<file path="config.mk">
export PLATFORM = sky130hd
export DESIGN_NAME = motor_pwm_driver
export DESIGN_NICKNAME = d
export VERILOG_FILES = /design/src/rtl/motor_pwm_driver_pkg.sv /design/src/rtl/motor_pwm_driver_timebase.sv /design/src/rtl/motor_pwm_driver.sv
export SDC_FILE = /design/constraint.sdc
export NUM_CORES = 1
export LEC_CHECK = 0
export BUFFER_PORTS_ARGS = -buffer_cell sky130_fd_sc_hd__clkbuf_2
export CORE_ASPECT_RATIO = 1.2
export CORE_MARGIN = 4
export CORE_UTILIZATION = 50
export CTS_CLUSTER_SIZE = 24
export DETAILED_ROUTE_END_ITERATION = 10
export PLACE_DENSITY = 0.83
export SETUP_SLACK_MARGIN = 0.3
export SLEW_MARGIN = 30
export SYNTH_ARGS = -nofsm -noshare
export SYNTH_HDL_FRONTEND = slang
export SYNTH_SLANG_ARGS = --single-unit
</file>
<file path="constraint.sdc">
create_clock -name clk -period 1.9 [get_ports clk]
set_input_delay 0.285 -clock clk [delete_from_list [all_inputs] [get_ports clk]]
set_output_delay 0.285 -clock clk [all_outputs]
set_load 0.005 [all_outputs]
</file>
<file path="src/rtl/motor_pwm_driver_pkg.sv">
// Shared types and constants for the motor PWM driver.
package motor_pkg;

  typedef enum logic [1:0] {
    IDLE = 2'd0,
    RUN  = 2'd1,
    DEAD = 2'd2
  } state_t;

  localparam int DUTY_W = 8;

  // Highest pwm_cnt value; a duty of 255 therefore never drops low.
  localparam logic [DUTY_W-1:0] PWM_MAX = 8'd254;

  // 100 MHz / 392 / 255 gives roughly a 1 kHz PWM period.
  localparam int PRESCALE_DEF     = 392;
  localparam int DEAD_PERIODS_DEF = 2;

endpackage

</file>
<file path="src/rtl/motor_pwm_driver_timebase.sv">
// PWM timebase: prescaler and 0..254 period counter with synchronous clear.
module pwm_timebase
  import motor_pkg::*;
#(
  parameter int PRESCALE = PRESCALE_DEF
) (
  input  logic              clk,
  input  logic              rst,
  input  logic              clr,
  output logic              tick,
  output logic              wrap,
  output logic [DUTY_W-1:0] pwm_cnt
);

  localparam int PS_W = (PRESCALE > 1) ? $clog2(PRESCALE) : 1;
  localparam logic [PS_W-1:0] PS_LAST = PS_W'(PRESCALE - 1);

  logic [PS_W-1:0] presc;

  // A cleared timebase never ticks, so nothing downstream sees a stray wrap.
  assign tick = !clr && (presc == PS_LAST);
  assign wrap = tick && (pwm_cnt == PWM_MAX);

  // Prescaler and period counter; held at zero while cleared.
  always_ff @(posedge clk) begin
    if (rst || clr) begin
      presc   <= '0;
      pwm_cnt <= '0;
    end else if (tick) begin
      presc   <= '0;
      pwm_cnt <= wrap ? '0 : pwm_cnt + 1'b1;
    end else begin
      presc   <= presc + 1'b1;
    end
  end

endmodule

</file>
<file path="src/rtl/motor_pwm_driver.sv">
// Dual H-bridge PWM driver with dead-time on every direction reversal.
module motor_pwm_driver
  import motor_pkg::*;
#(
  parameter int PRESCALE     = PRESCALE_DEF,
  parameter int DEAD_PERIODS = DEAD_PERIODS_DEF
) (
  input  logic              clk,
  input  logic              rst,
  input  logic              enable,
  input  logic              dir,
  input  logic [DUTY_W-1:0] duty,
  output logic              en_a,
  output logic              en_b,
  output logic              in1,
  output logic              in2,
  output logic              in3,
  output logic              in4,
  output logic              busy,
  output logic              period_start
);

  localparam int DEAD_W = (DEAD_PERIODS > 1) ? $clog2(DEAD_PERIODS) : 1;
  localparam logic [DEAD_W-1:0] DEAD_LAST = DEAD_W'(DEAD_PERIODS - 1);

  state_t            state, state_next;
  logic              tick, wrap;
  logic [DUTY_W-1:0] pwm_cnt;
  logic [DUTY_W-1:0] duty_buf;
  logic              dir_applied;
  logic [DEAD_W-1:0] dead_cnt;
  logic              pwm_raw;
  logic              load_entry, dir_load, dead_clr, dead_inc;

  pwm_timebase #(
    .PRESCALE(PRESCALE)
  ) u_timebase (
    .clk    (clk),
    .rst    (rst),
    .clr    (state == IDLE),
    .tick   (tick),
    .wrap   (wrap),
    .pwm_cnt(pwm_cnt)
  );

  // pwm_cnt tops out at 254, so a buffered duty of 255 is a steady high.
  assign pwm_raw = (pwm_cnt < duty_buf);

  // Next-state logic; dropping enable beats any pending direction change.
  always_comb begin
    state_next = state;
    load_entry = 1'b0;
    dir_load   = 1'b0;
    dead_clr   = 1'b0;
    dead_inc   = 1'b0;
    case (state)
      IDLE: begin
        if (enable) begin
          state_next = RUN;
          load_entry = 1'b1;
        end
      end
      RUN: begin
        if (!enable) begin
          state_next = IDLE;
        end else if (dir != dir_applied) begin
          state_next = DEAD;
          dead_clr   = 1'b1;
        end
      end
      DEAD: begin
        // Further dir toggles are ignored here; dir is only sampled on exit.
        if (!enable) begin
          state_next = IDLE;
        end else if (wrap) begin
          if (dead_cnt == DEAD_LAST) begin
            state_next = RUN;
            dir_load   = 1'b1;
          end else begin
            dead_inc = 1'b1;
          end
        end
      end
      default: state_next = IDLE;
    endcase
  end

  // State register.
  always_ff @(posedge clk) begin
    if (rst) begin
      state <= IDLE;
    end else begin
      state <= state_next;
    end
  end

  // Duty buffer, applied direction and dead-time counter.
  always_ff @(posedge clk) begin
    if (rst) begin
      duty_buf    <= '0;
      dir_applied <= 1'b0;
      dead_cnt    <= '0;
    end else begin
      if (load_entry) begin
        duty_buf    <= duty;
        dir_applied <= dir;
      end else if (wrap) begin
        duty_buf <= duty;
      end
      if (dir_load) begin
        dir_applied <= dir;
      end
      if (dead_clr) begin
        dead_cnt <= '0;
      end else if (dead_inc) begin
        dead_cnt <= dead_cnt + 1'b1;
      end
    end
  end

  // Registered bridge outputs, one clk behind the internal state.
  always_ff @(posedge clk) begin
    if (rst) begin
      en_a         <= 1'b0;
      en_b         <= 1'b0;
      in1          <= 1'b0;
      in2          <= 1'b0;
      in3          <= 1'b0;
      in4          <= 1'b0;
      busy         <= 1'b0;
      period_start <= 1'b0;
    end else begin
      en_a         <= 1'b0;
      en_b         <= 1'b0;
      in1          <= 1'b0;
      in2          <= 1'b0;
      in3          <= 1'b0;
      in4          <= 1'b0;
      busy         <= 1'b0;
      period_start <= wrap && (state != IDLE);
      case (state)
        RUN: begin
          en_a <= pwm_raw;
          en_b <= pwm_raw;
          in1  <= ~dir_applied;
          in2  <= dir_applied;
          in3  <= ~dir_applied;
          in4  <= dir_applied;
        end
        DEAD: busy <= 1'b1;
        default: ;
      endcase
    end
  end

  // Never shoot through a leg, and never swap a leg without an off cycle.
  a_no_shoot: assert property (@(posedge clk) disable iff (rst)
    !((in1 && in2) || (in3 && in4)));
  a_no_swap: assert property (@(posedge clk) disable iff (rst)
    !(($past(in1) && in2) || ($past(in2) && in1) ||
      ($past(in3) && in4) || ($past(in4) && in3)));
  a_wrap_on_tick: assert property (@(posedge clk) disable iff (rst)
    wrap |-> tick);

endmodule
</file>
==> implementation parameters <==
Parameter                              Value

Power
  Leakage dissipation ... 0.856 nW
  Max VDD drop ... 714 µV
  Power per cell area ... 600 nW/µm²
  Total chip power ... 1.29 mW

Placement
  Total of buffers placed on input and output ports ... 19
  Detailed placer's ending HPWL ... 2340 µm
  Weighted congestion reported at the end of routability-driven placement ... 0.798
  Cells after DPL ... 252
  Pre-CTS setup slack ... -0.131 ns
  Post-placement cell area ... 1910 µm²

Route
  First DRT Iteration DRCs ... 30
  Routed wl met2 ... 1990 µm
  Met3 wire len ... 154 µm
  Via count ... 1466
  Routed wire per std cell ... 14.0 µm
  Length of routed wiring on met1 ... 1530 µm
  Detail Route Antenna Nets ... 0
  Highest metal layer with signal wires ... met4
  DRT Pass-1 Iters ... 4
  DRC errors left ... 0
  Final Routed Wirelength ... 3730 µm
  Ratio of routed vias to standard cells ... 5.51

Clock tree
  Total number of clock tree sinks ... 34
  Clock buffer count from CTS ... 5
  Skew-Pair Late Insertion Delay ... 0.34 ns
  Maximum number of buffers from clock root to sink ... 2
  Number of levels the H-tree was split into ... 2
  Buffer type at the clock tree root ... clkbuf_4
  Clock-pin transition on the worst setup and hold timing paths ... 0.10 ns
  TritonCTS clock tree ... built

Timing
  Hold violation total from the final report ... 0
  Min Tclk post-route ... 2.01 ns
  Worst slew margin ... 66.8%
  Period utilization ... 106%
  Worst hold slack ... 0.169 ns
  Pin slew with the least headroom to its limit ... 0.497 ns
  RSZ-0062 raised after global routing ... true
  Max frequency ... 497 MHz
  Final setup violation count ... 7
  Max-slew violations ... 0
  Maximum clock skew at final layout ... 0.00519 ns
  Post-route setup slack ... -0.113 ns

Synthesis
  Syn Inst Count ... 187
  Fraction of registers with async set or reset after synthesis ... 0%
  Synthesized netlist net count ... 209
  Synthesized area ... 1670 µm²
  Count of unique library cells instantiated by Yosys ... 40
  Yosys warns ... 0
  Predominant post-synthesis flop cell ... dfxtp_1
  Number of storage elements in the synthesis netlist ... 34
  Synth Area per Inst ... 8.93 µm²
  Portion of the post-synthesis area used by sequential elements ... 40.8%
  EDFF count, synth ... 0

Layout
  Most frequent standard cell in the layout excluding fill and tap cells ... dfxtp_1
  Layout Area Growth over Synthesis ... 28.9%
  Non-filler cells in the finished layout ... 266
  Nets ... 251
  Commonest cells after routing, fill and taps aside ... dfxtp_1 (31), nand2b_1 (20), buf_4 (20)
  Total inserted antenna cells ... 0
  Final design instance area without fill ... 2150 µm²
  Fraction of layout cells with a size suffix above 1 ... 34.3%

Worst setup path
  CP Launch Type ... flop
  Required time worst endpoint ... 2.18 ns
  Crit path kind ... reg -> reg
  Maximum fanout along the worst path ... 7
  Endpoint arrival time on the critical path ... 2.29 ns
  Kind of capture point of the worst setup path ... flop

Floorplanning
  Die span in y ... 71.3 µm
  Floorplan die area ... 4330 µm²
  Total number of placement rows ... 22
  I/O pin cnt ... 20
  Die Wd ... 60.7 µm
  Starting Density ... 53.2%
  Area of the core ... 3140 µm²

Run status
  Failing checks ... setup timing
  Result of the run ... complete, but fails checks

Min path
  Class of the most critical hold timing path ... in -> reg

Global routing
  Antenna violations before repair ... 0
  Maximum number of pins on one net before global-route repair ... 26
  Total Routing Usage GR ... 19.3%
  Overflow left after global routing ... 0
  Number of global-route vias before repair ... 1428
  Wire length of the first global-routing pass ... 6270 µm

Run
  Max-cap check violation count ... 0
critical path, cell delays in order, from the launching register on:
cell and delay, ns:
dfxtp_2 0.34, or3b_4 0.39, or4b_4 0.50, buf_6 0.15, or4_1 0.46, a21oi_1 0.13
sequential cells by signal (all words and copies together), names as in the netlist:
signal / flops
u_timebase.presc: 9
state: 2
duty_buf: 8
in4: 1
dead_cnt: 1
en_b: 1
busy: 1
in3: 1
period_start: 1
dir_applied: 1
u_timebase.pwm_cnt: 8
power by group:
group	internal (mW)	switching [mW]
clock network	0.179	0.242
logic	0.0617	0.0658
registers	0.732	0.0101
total	0.973	0.318
final timing paths:
check,from,endpoint,slack [ns],cells past startpoint
worst max register to register,u_timebase.presc[5],u_timebase.pwm_cnt[6],-0.11,5
worst max-delay path,u_timebase.presc[5],u_timebase.pwm_cnt[6],-0.11,5
worst min-delay path,duty[1],duty_buf[1],0.17,3
worst min register to register,duty_buf[6],duty_buf[6],0.48,2
synth_stat cells (2+ instances only):
cell type	count	share of area, %
a21oi_1	11	3.3
a22oi_1	2	0.90
and3_1	2	0.75
buf_4	3	1.3
clkbuf_1	4	0.90
dfxtp_1	34	41
ha_1	10	7.5
inv_1	10	2.2
mux2i_1	9	5.4
nand2_1	7	1.6
nand2b_1	20	7.5
nand3_1	8	2.4
nand4_1	3	1.1
nor2_1	18	4.0
nor3_1	3	0.90
o21ai_0	4	1.2
o31ai_1	3	1.3
or2_2	2	0.75
or3_1	4	1.5
or4_1	3	1.3
xnor2_1	5	2.6
xor2_1	4	2.1
through the flow:
stage	util (%)	TNS (ns)
after floorplan	-	-0.228
after global placement	60.8	-0.317
after detailed placement	60.8	-0.438
after CTS	65.9	-0.378
after global routing	68.5	-1.19
final	68.5	-0.509
cell type report:
| cell class | count | area, µm² |
|---|---|---|
| Clock buffer | 7 | 55.1 |
| Clock inverter | 1 | 5.00 |
| Fill cell | 244 | 987 |
| Inverter | 10 | 37.5 |
| Multi-Input combinational cell | 134 | 1020 |
| Sequential cell | 34 | 684 |
| Tap cell | 36 | 45.0 |
| Timing Repair Buffer | 44 | 302 |
cells by family (layout without fill, tap and decap cells):
logic type               count (synthesis)  after routing  synth area share [%]
AND/OR/NAND/NOR                         78             78                  26.1
flip-flops                              34             34                  40.8
AO/OA/AOI/OAI                           28             28                  10.5
buffers and inverters                   19             62                  5.02
adder cells (fa/ha/maj)                 10             10                  7.50
XOR/XNOR                                 9              9                  4.72
multiplexers                             9              9                  5.40
per-layer routing:
metal	vias to the layer above	track usage (%)
met3	5	6.85
met5	-	0
li1	731	-
met1	699	22.0
met4	0	6.99
met2	31	32.5
what timing repair did:
| action | 4_1_cts | 5_1_grt |
|---|---|---|
| hold buffers | 0 | 0 |
| setup buffers | 5 | 0 |
| pin swaps | 7 | 7 |
| setup endpoints to repair | 28 | 28 |
| cloned | 1 | 0 |
| resized for setup | 14 | 20 |
No activity file was read; power rests on OpenSTA's default activity.
